**src/rtl/stack_display_driver.sv**
```systemverilog
// Four-digit common-anode seven-segment driver for the processor's stack and instruction-count buses.
// Snapshots a selected 16-bit value and scans its hex nibbles across the digits, with registered pad outputs.
module stack_display_driver #(
    parameter int unsigned DIV_WIDTH = 16
) (
    input  logic        CLK,
    input  logic        reset,
    input  logic [15:0] top_of_stack,
    input  logic [15:0] second_of_stack,
    input  logic [31:0] inst_count,
    input  logic [1:0]  sel,
    input  logic        freeze,
    output logic [6:0]  seg,
    output logic [3:0]  an,
    output logic        dp
);

    logic [DIV_WIDTH-1:0] cnt_q, cnt_d;
    logic [1:0]           idx_q, idx_d;
    logic [15:0]          snap_q, snap_d;
    logic [15:0]          src_val;
    logic [3:0]           nibble;
    logic [6:0]           seg_q, seg_d;
    logic [3:0]           an_q, an_d;
    logic                 dp_q, dp_d;

    function automatic logic [6:0] hex_to_seg(input logic [3:0] h);
        logic [6:0] s;
        case (h)
            4'h0: s = 7'b1000000;
            4'h1: s = 7'b1111001;
            4'h2: s = 7'b0100100;
            4'h3: s = 7'b0110000;
            4'h4: s = 7'b0011001;
            4'h5: s = 7'b0010010;
            4'h6: s = 7'b0000010;
            4'h7: s = 7'b1111000;
            4'h8: s = 7'b0000000;
            4'h9: s = 7'b0010000;
            4'hA: s = 7'b0001000;
            4'hB: s = 7'b0000011;
            4'hC: s = 7'b1000110;
            4'hD: s = 7'b0100001;
            4'hE: s = 7'b0000110;
            default: s = 7'b0001110;
        endcase
        return s;
    endfunction

    always_comb begin
        src_val = top_of_stack;
        case (sel)
            2'b00: src_val = top_of_stack;
            2'b01: src_val = second_of_stack;
            2'b10: src_val = inst_count[15:0];
            default: src_val = inst_count[31:16];
        endcase
    end

    // Outputs are built from pre-edge idx/snap so anode and segments always switch together.
    always_comb begin
        cnt_d  = cnt_q + DIV_WIDTH'(1);
        idx_d  = (&cnt_q) ? idx_q + 2'd1 : idx_q;
        snap_d = freeze ? snap_q : src_val;
        nibble = snap_q[4*idx_q +: 4];
        an_d   = ~(4'b0001 << idx_q);
        seg_d  = hex_to_seg(nibble);
        dp_d   = ~((idx_q == 2'd3) && freeze);
    end

    always_ff @(posedge CLK) begin
        if (reset) begin
            cnt_q  <= '0;
            idx_q  <= 2'd0;
            snap_q <= 16'h0000;
            an_q   <= 4'b1111;
            seg_q  <= 7'b1111111;
            dp_q   <= 1'b1;
        end else begin
            cnt_q  <= cnt_d;
            idx_q  <= idx_d;
            snap_q <= snap_d;
            an_q   <= an_d;
            seg_q  <= seg_d;
            dp_q   <= dp_d;
        end
    end

    assign seg = seg_q;
    assign an  = an_q;
    assign dp  = dp_q;

endmodule

```
**config.mk**
```make
export PLATFORM = sky130hd
export DESIGN_NAME = stack_display_driver
export DESIGN_NICKNAME = d
export VERILOG_FILES = /design/src/rtl/stack_display_driver.sv
export SDC_FILE = /design/constraint.sdc
export NUM_CORES = 1
export LEC_CHECK = 0
export CORE_MARGIN = 2
export CORE_UTILIZATION = 51
export CTS_BUF_LIST = sky130_fd_sc_hd__clkbuf_2 sky130_fd_sc_hd__clkbuf_4 sky130_fd_sc_hd__clkbuf_8
export DETAILED_ROUTE_END_ITERATION = 10
export PLACE_DENSITY_LB_ADDON = 0.15
export SLEW_MARGIN = 20
export SYNTH_ARGS = -nofsm -noshare
export SYNTH_HDL_FRONTEND = slang
export SYNTH_SLANG_ARGS = --single-unit
```
**constraint.sdc**
```tcl
create_clock -name CLK -period 5.1 [get_ports CLK]
set_input_delay 0.51 -clock CLK [delete_from_list [all_inputs] [get_ports CLK]]
set_output_delay 0.51 -clock CLK [all_outputs]
set_load 0.02 [all_outputs]
```
* After elaboration in Yosys (flattened, before gate mapping)
Memory sizes are Yosys's and may differ from the RTL's. A register that Yosys moved wholly into a read port is not among the register bits.
Cells that the tools add are included.
** Storage, ports and cells
- Flip-flop bits (word level) :: 39
- ROM bits :: 112
- Bits of input ports :: 69
- Output and inout port bits :: 12
- Word-level logic and storage cells :: 19
- Memories :: 1
** Memories
- (name not given) :: words 16, bits a word 7, rd ports 1, clocked after memory_dff 1, write ports 0, line 29 : case (h)
** Operators by class
- Add/sub/neg operators :: 2
- Equality and inequality tests :: 3
- Shifts and indexed selects :: 2
- Multiplexer cells :: 1
- Bitwise logic cells :: 2
- Reduce and logical (&&, ||, !) cells :: 3
** Operators by type and width (number)
- 16-bit one-hot mux with 3 select lines :: 1
- 16-bit by 1-bit adder with 16-bit output, second input constant :: 1
- 16-bit AND reduction :: 1
- 16-bit by 5-bit variable part select with 4-bit output :: 1
- 2-bit == test, second input constant :: 2
- 4-bit inverter :: 1
- 1-bit by 2-bit << shifter with 4-bit output, first input constant :: 1
- 2-bit by 1-bit adder with 2-bit output, second input constant :: 1
- 2-bit by 1-bit == test with 1-bit output, second input constant :: 1
- 2-bit zero test :: 1
- 1-bit logical AND :: 1
- 1-bit inverter :: 1

* Longest topological paths before layout
Gate-level depths: netlist of run 1.
- Depth after elaboration :: 3
- Mapped depth :: 7
- Mapped depth without buffers :: 6

* Least setup slack after synthesis of run 1
OpenSTA, ideal clock, no wires.
- Path kind :: reg2reg
- Start :: reg idx_q[1]
- End :: reg seg_q[1], in the netlist seg[1]
- Arrival time :: 1.731 ns
- Data required time :: 4.959 ns
- Setup slack :: 3.228 ns
- Cell stages (with the launch flop) :: 7
- Path buffers :: 1
- Cell sequence :: dfxtp_1 -> buf_6 -> mux4_1 -> inv_1 -> ha_1 -> o211ai_1 -> o211ai_1
** On the way
- Word-level cells in the longest chain between the ends :: 1
** Ends and longest elaborated chain
- from (decl) :: line 19 : logic [1:0] idx_q, idx_d;
- from (signal assigned) :: line 81 : idx_q <= idx_d;
- 16-bit by 5-bit variable part select with 4-bit output :: line 65 : nibble = snap_q[4*idx_q +: 4];
- to (decl) :: line 23 : logic [6:0] seg_q, seg_d;
Every way passes these cells.
A chain may end at the register's enable or synchronous reset.

* Worst setup path in the final report of run 1
Same ends and word-level chain as after synthesis.

==> results.md, run 1 <==
- The routed wire length is 4750 um.
- The number of antenna violations at the first check in global routing was 0.
- The TritonCTS clock tree is built.
- In this run the vertical extent of the chip is 72.8 um.
- The data required time of the critical path is 5.26 ns.
- By instance count, the cell type seen most on the critical path is sky130_fd_sc_hd__o211ai_1.
- The initial utilization of the core area, before any placement, comes to 52.1%.
- The worst min-delay path category is flop to flop.
- The ratio of final minimum period to clock period is 40.9%.
- The global-route met3 utilization is 6.08%.
- The combined flip-flop and latch cell area is 921 um2.
- Walking the worst path, the cells encountered are mux4_1, inv_1, ha_1, o211ai_1, o211ai_1.
- In this run the most used layer during global routing was met2.
- In the post-synthesis netlist, the cell with the most instances is sky130_fd_sc_hd__dfxtp_1.
- Between clock sinks in the finished design, the worst skew comes to 0.00541 ns.
- The largest single stage delay on the critical path is 0.70 ns.
- The floorplan step defined a die boundary enclosing 0.00529 mm2.
- The startpoint of the tightest hold check path is cnt_q[0].
- The flow ran to the end, and the final reports show no timing, DRC or antenna violations.
- Of all nets on the critical path, the largest fanout is 8.
- Clock-pin slew was measured on the worst setup and hold paths at 0.08 ns.
- The worst setup path is launched from a flop.
- After floorplanning, the core was divided into 25 placement rows.
- Ranked by total cell area, the synthesized netlist is headed by sky130_fd_sc_hd__dfxtp_1, sky130_fd_sc_hd__mux4_2, sky130_fd_sc_hd__mux2i_1.
- The maximum clock frequency is 0.480 GHz.
- The cell sitting at the root of the clock tree is a sky130_fd_sc_hd__clkbuf_8.
- The worst slew margin relative to its limit is 33.3%.
- The number of violations of the max-capacitance limit is 0.
- The total number of nets in the final design is 376.
- The maximum buffer depth of the clock tree is 2.
- 0 antenna diodes ended up in the layout.
- In this run, placement finished with an instance count of 343.
- At the pin with the least slew margin, the transition time is 0.998 ns.
- Setup violations remaining at the end of the flow were counted as 0.
- For met1 alone, demand over resource in global routing was 24.8%.
- The area of the mapped netlist is 0.00241 mm2.
- The residual DRC count is 0.
- The hold-critical path depth is 1.
- During placement, the flow inserted port buffers numbering 80.
- Fill cells in the final layout number 360.
- The area of the multi-input gates is 0.00137 mm2.
- The most common flop cell mapped by yosys is sky130_fd_sc_hd__dfxtp_1.
- Counting flops with an async set or reset pin after synthesis yields a share of 0%.
- Entering global routing, the biggest net connects 38 pins.
- In this run the remaining antenna-violating nets after routing total 0.
- The proportion of layout cells with a drive suffix above 1 is 10.8%.
- The number of pins exceeding their max-slew limit in the final report is 0.
- STA puts the critical path data arrival time at 2.25 ns.
- After synthesis, the largest area contributor takes up 38.2% of total cell area.
- The detailed router finished its first iteration with 95 violations.
- The synthesis-to-layout area growth is 37.4%.
- For the worst flop-to-flop path, the logic depth is 5.
- The overall routing resource usage is 19.8%.
- The worst setup path is of the flop to flop kind.
- For flop-to-flop paths, the worst setup slack is 3.02 ns.
- The clock tree synthesis step divided the H-tree into 2 levels.
- Sequential cells were found to cover 38.2% of the synthesized design area.
- The buffers inserted during post-CTS setup optimization is 0.
- The finished layout holds 351 standard cells, fillers aside.
- Once the clock tree was built, the resizer swapped 0 gates to a different size.
- Global routing consumed, on the met2 layer, 32.8% of the routing resources.
- Cells fill 71.5% of the core in the end.
- Power spread over the standard cell area amounts to 244 mW/mm2.
- The insertion delay to the later sink of the worst-skew pair is 0.29 ns.
- The most area-hungry cell type in the Yosys netlist is sky130_fd_sc_hd__dfxtp_1.
- For hold timing, the worst endpoint is cnt_q[0].
- The estimated wirelength of the detail-placed design is 3750 um.
- The worst register-to-register path begins at idx_q[1].
- The total overflow left after global routing is 0.
- The wire length of the first global-routing pass is 8220 um.
- The via density per instance is 5.42.
- The number of endpoints with negative hold slack in the final report came to 0.
- The slowest cell on the critical path is sky130_fd_sc_hd__mux4_1.
- In this run the count of I/O pins placed on the die edge is 81.
- The synthesis warning total is 0.
- The clock net sink count is 46.
- The placer congestion estimate is 0.870.
- STA classifies the critical path endpoint as a flop.
- Counting every net in the synthesized netlist gives 303.
- The worst register-to-register path ends at seg[1].
- The count of unique library cells instantiated by Yosys is 40.
- The via count of the first global-routing pass is 1,868.
- The source of the critical timing path is idx_q[1].
- The post-synthesis register bit count is 46.
- The leakage power of the design is 1.26 nW.
- In the synthesized netlist, the cells that appear most often are sky130_fd_sc_hd__dfxtp_1, sky130_fd_sc_hd__nor2_1, sky130_fd_sc_hd__mux4_2.
- The highest ir drop seen on vdd is 152 uV.
- The total via count in the routed design is 1,903.
- The number of buffers inserted by hold repair at cts is 0.
- The total iterations of the first detailed-routing run is 4.
- The final routed wire length divided by cell count is 13.5 um.
- In this run, synthesis inferred 0 flip-flops with an integrated enable.
- The post-route minimum period is 2.08 ns.
- The cell count after synthesis came out at 223.
- The die extent in x is 72.8 um.
- Setup repair after global routing left no endpoint under its margin.
- The mean instance size in the synthesized netlist is 10.8 um2.
- The CTS buffer count is 5.
- Setup total negative slack on the finished layout was measured at 0 ns.
- The core footprint is 0.00463 mm2.
area by class of cell:
| cell class | count | area share [%] |
|---|---|---|
| Tap cell | 54 | 2.04 |
| Multi-Input combinational cell | 153 | 41.4 |
| Clock buffer | 5 | 2.08 |
| Timing Repair Buffer | 81 | 24.3 |
| Sequential cell | 46 | 27.8 |
| Clock inverter | 3 | 1.36 |
| Inverter | 9 | 1.02 |
per-layer routing:
metal / share of wire (%) / wire length [um]
met2: 49 / 2310
met4: 1.5 / 73
met5: 0 / 0
met1: 43 / 2030
met3: 7.2 / 341
worst max-delay path by stage:
stage	endpoint	slack [ns]
finish	seg[1]	3.02
global route	seg[1]	2.86
CTS	snap_q[4]	2.76
detailed placement	snap_q[9]	2.44
global placement	snap_q[8]	2.48
floorplan	seg[1]	3.23
per-stage QoR:
| stage | worst slack, ns | cell area, um2 | power [mW] | hold WS [ns] |
|---|---|---|---|---|
| after CTS | 2.76 | 3320 | 0.819 | 0.462 |
| after floorplan | 3.23 | 2410 | 0.480 | 0.413 |
| after global routing | 2.86 | 3310 | 0.849 | 0.492 |
| after detailed placement | 2.44 | 3200 | 0.556 | 0.447 |
| final | 3.02 | 3310 | 0.809 | 0.455 |
| after global placement | 2.48 | 3200 | 0.553 | 0.428 |
cell usage in the layout, fill, tap and decap left out, drive strengths merged, types with 2 or more instances in the layout:
master,count
clkbuf,5
o211ai,2
o21a,2
clkinvlp,2
and3,3
xnor2,4
o21ai,6
nand2,9
ha,11
buf,2
dfxtp,46
xor2,7
mux4,20
or3,5
clkdlybuf4s50,79
nand2b,3
mux2i,17
inv,9
nor3b,2
nand3,7
nor3,2
or2,2
nor2b,2
a21oi,6
nand4,4
nor2,29
and4,2
logic make-up after synthesis:
group | after synthesis | share of synthesized area (%)
and+or+nand+nor | 71 | 14.9
DFF | 46 | 38.2
muxes | 37 | 25.9
buffers and inverters | 24 | 4.88
AOI/OAI and AO/OA | 23 | 6.38
xor gates and xnor gates | 11 | 4.00
adders and majority gates | 11 | 5.71
flip-flops by register name, indices dropped and copies added, names as in the netlist:
signal	flops
dp	1
seg	7
idx_q	2
an	4
snap_q	16
cnt_q	16
power breakdown:
| group | internal [mW] | total (mW) | switching (mW) |
|---|---|---|---|
| registers | 0.377 | 0.386 | 0.00867 |
| logic | 0.101 | 0.160 | 0.0581 |
| clock network | 0.146 | 0.263 | 0.118 |
| total | 0.624 | 0.809 | 0.185 |
worst max-delay path, delay by kind of cell, from the launching register on:
kind	cells	cell delay [ns]
flip-flops	1	0.55
buffers and inverters	1	0.17
AO/OA/AOI/OAI	2	0.28
adder cells (fa/ha/maj)	1	0.26
multiplexers	1	0.70
Note: power is estimated with default switching activity, not from simulation.
==> run 2, diff against run 1 <==
- CORE_UTILIZATION: 51 -> 47
- clock period: 5.1 -> 1.94 ns (I/O delays scaled with it)
==> run 2 against run 1 <==
Compared with the run above: final area increased by 3.5%; sequential cell count is the same; clock power increased to 2.7 times the previous value; via count grew 1.5%; worst setup slack worse by 2.9 ns; combinational power increased to 2.8 times the previous value; critical endpoint is now seg[5]; first-iteration DRC count decreased by 25%; largest power group unchanged; clock skew is 0.00061 ns lower; hold slack got worse by 0.0033 ns.
==> results.md, run 2 (synthesized netlist as in run 1, its figures left out) <==
- The number of pins exceeding their max-slew limit in the final report was 0 (unchanged).
- The number of violations of the max-capacitance limit was 0 (unchanged).
- The via count of the first global-routing pass is 1,936 (+3.6%).
- The proportion of layout cells with a drive suffix above 1 is 13.7% (+3.0 points).
- The source of the critical timing path is idx_q[1].
- The synthesis-to-layout area growth is 42.1%.
- The routed wire length was 4820 um (+1.5%).
- The final antenna-violating net count is 0 (unchanged).
- The antenna diode count is 0 (unchanged).
- The global-route met3 utilization is 6.22% (+0.14 points).
- The number of endpoints with negative hold slack in the final report is 0 (unchanged).
- STA classifies the critical path endpoint as a flop.
- The core footprint came to 0.00504 mm2 (+8.9%).
- The number of H-tree levels is 2 (unchanged).
- For hold timing, the worst endpoint is cnt_q[0].
- The clock transition time at the flip-flop clock pins of the worst setup and hold paths is 0.09 ns (about the same).
- The clock net sink count is 46 (unchanged).
- The most common cell after layout, fill and taps aside is sky130_fd_sc_hd__clkdlybuf4s50_1.
- The hold-critical path depth was 1 (unchanged).
- The clock skew is 0.00481 ns (-0.000605 ns).
- The total power of the final layout is 2.16 mW (+170%).
- The total number of nets in the final design was 385 (+2.4%).
- The ratio of final minimum period to clock period is 92.5% (+52 points).
- The worst-path maximum fanout came to 8 (unchanged).
- The power per standard cell area was 630 mW/mm2 (+160%).
- The die extent in x is 75.6 um (+3.9%).
- The insertion delay to the later sink of the worst-skew pair is 0.30 ns (about the same).
- The setup TNS came to 0 ns (unchanged).
- The number of setup violations in the final report is 0 (unchanged).
- The CTS buffer count is 5 (unchanged).
- The transition time at the pin with the least slew margin was 0.337 ns (-0.661 ns).
- The die span in y came to 75.6 um (+3.9%).
- The estimated wirelength of the detail-placed design was 3860 um (+2.7%).
- The worst slew margin relative to its limit is 77.5% (+44 points).
- The final hold slack is 0.451 ns (-0.00327 ns).
- The total iterations of the first detailed-routing run came to 4 (unchanged).
- The worst min-delay path category is flop to flop.
- The maximum clock frequency is 0.558 GHz (+16%).
- The type of the setup path with the least slack is flop to flop.
- The remaining global-route overflow is 0 (unchanged).
- The run finished with clean final reports.
- TritonCTS built the clock tree.
- The kind of launch point of the worst setup path is a flop.
- The top cell types in the final layout, fill and taps aside, are sky130_fd_sc_hd__clkdlybuf4s50_1, sky130_fd_sc_hd__dfxtp_1, sky130_fd_sc_hd__nor2_1.
- The leakage power of the design is 1.31 nW (+4.0%).
- The data required time of the critical path is 2.13 ns (-3.13 ns).
- The post-layout instance count excluding filler cells is 376 (+7.1%).
- The number of violations reported at the end of detailed-routing iteration 0 is 71 (-25%).
- The floorplan die area is 0.00572 mm2 (+8.0%).
- The number of top-level pins was 81 (unchanged).
- The number of antenna violations at the first check in global routing is 0 (unchanged).
- The number of rows created at floorplan is 26 (+4.0%).
- The starting density of the core came to 47.8% (-4.3 points).
- The flop-to-flop setup slack is 0.15 ns (-2.87 ns).
- The overall routing resource usage was 19.2% (-0.59 points).
- The maximum buffer depth of the clock tree is 2 (unchanged).
- The fill cell total of the finished layout came to 410 (+14%).
- The number of buffers inserted by port buffering is 80 (unchanged).
- The worst endpoint data arrival time came to 1.98 ns (-0.27 ns).
- The total via count in the routed design came to 1,932 (+1.5%).
- The cell sitting at the root of the clock tree is a sky130_fd_sc_hd__clkbuf_8.
- The residual DRC count came to 0 (unchanged).
- The met1 track demand over resource is 25.5% (+0.71 points).
- In this run the critical register-to-register path is captured at seg[5].
- The startpoint identified for the worst register-to-register timing path is idx_q[1].
- The via density per instance is 5.14 (-5.2%).
- The highest ir drop seen on vdd came to 386 uV (+150%).
- The post-route minimum period is 1.79 ns (-0.291 ns).
- The most congested layer reported by global routing is met2.
- The cell count after placement was 367 (+7.0%).
- The number of cells on the worst reg-to-reg path is 4 (-1).
- The final routed wire length divided by cell count is 12.8 um (-5.3%).
- The placer congestion estimate is 0.788 (-9.5%).
- Setup repair after global routing left no endpoint under its margin.
- The maximum number of pins on one net before global-route repair was 37 (-2.6%).
- The worst hold path begins at cnt_q[0].
- The number of buffers inserted by hold repair at cts is 0 (unchanged).
- The routing usage on met2 is 30.3% (-2.5 points).
- The wire length of the first global-routing pass is 8450 um (+2.9%).
run 2: cell types whose count changed in the layout (fill, tap and decap cells not counted), sizes merged:
cell           previous run  this run
clkdlybuf4s50            79        80
buf                       2        10
run 2: layout make-up:
type | instances | area (um2) | share of cell area, %
clock buffer | 5 | 68.8 | 2.01
tap | 70 | 87.6 | 2.56
multi-input combinational | 153 | 1370 | 39.9
sequential | 46 | 922 | 26.9
inverter | 9 | 33.8 | 0.986
timing repair buffer | 90 | 901 | 26.3
clock inverter | 3 | 45.0 | 1.31
run 2: where the power goes:
group	internal, mW	total [mW]	switching [mW]
registers	0.992	1.01	0.0231
logic	0.283	0.441	0.158
clock network	0.383	0.703	0.320
total	1.66	2.16	0.501
run 2: worst max path at each step:
stage	end
after global placement	seg[1]
after CTS	seg[1]
after floorplan	seg[1]
after detailed placement	seg[1]
final	seg[5]
after global routing	seg[1]
run 2: worst max-delay path: stages (launching register included):
cell	delay, ns
sky130_fd_sc_hd__dfxtp_2	0.38
sky130_fd_sc_hd__buf_4	0.15
sky130_fd_sc_hd__mux4_2	0.60
sky130_fd_sc_hd__and2_1	0.23
sky130_fd_sc_hd__a221o_1	0.34
run 2: layer usage:
metal	vias up	wire (um)
met4	0	80
li1	965	-
met1	877	2150
met2	84	2210
met3	6	378
met5	-	0
run 2: per-stage QoR:
stage / util [%] / cell area, um2 / worst slack [ns]
after floorplan: - / 2410 / 0.0678
after global placement: 65.6 / 3310 / 0.0651
after detailed placement: 65.6 / 3310 / 0.0111
after CTS: 67.9 / 3420 / 0.00741
after global routing: 68.0 / 3430 / 0.0634
final: 68.0 / 3430 / 0.146
run 2: what timing repair did:
action	in CTS	in global routing
buffers inserted	0	1
endpoints found under the hold margin	0	0
endpoints found under the setup margin	0	4
resized for setup	0	2
==> run 3, diff against run 2 <==
- HOLD_SLACK_MARGIN: not set -> 0.06
==> results of run 3 <==
No change in the layout: final DEF, timing and power equal those of run 2.
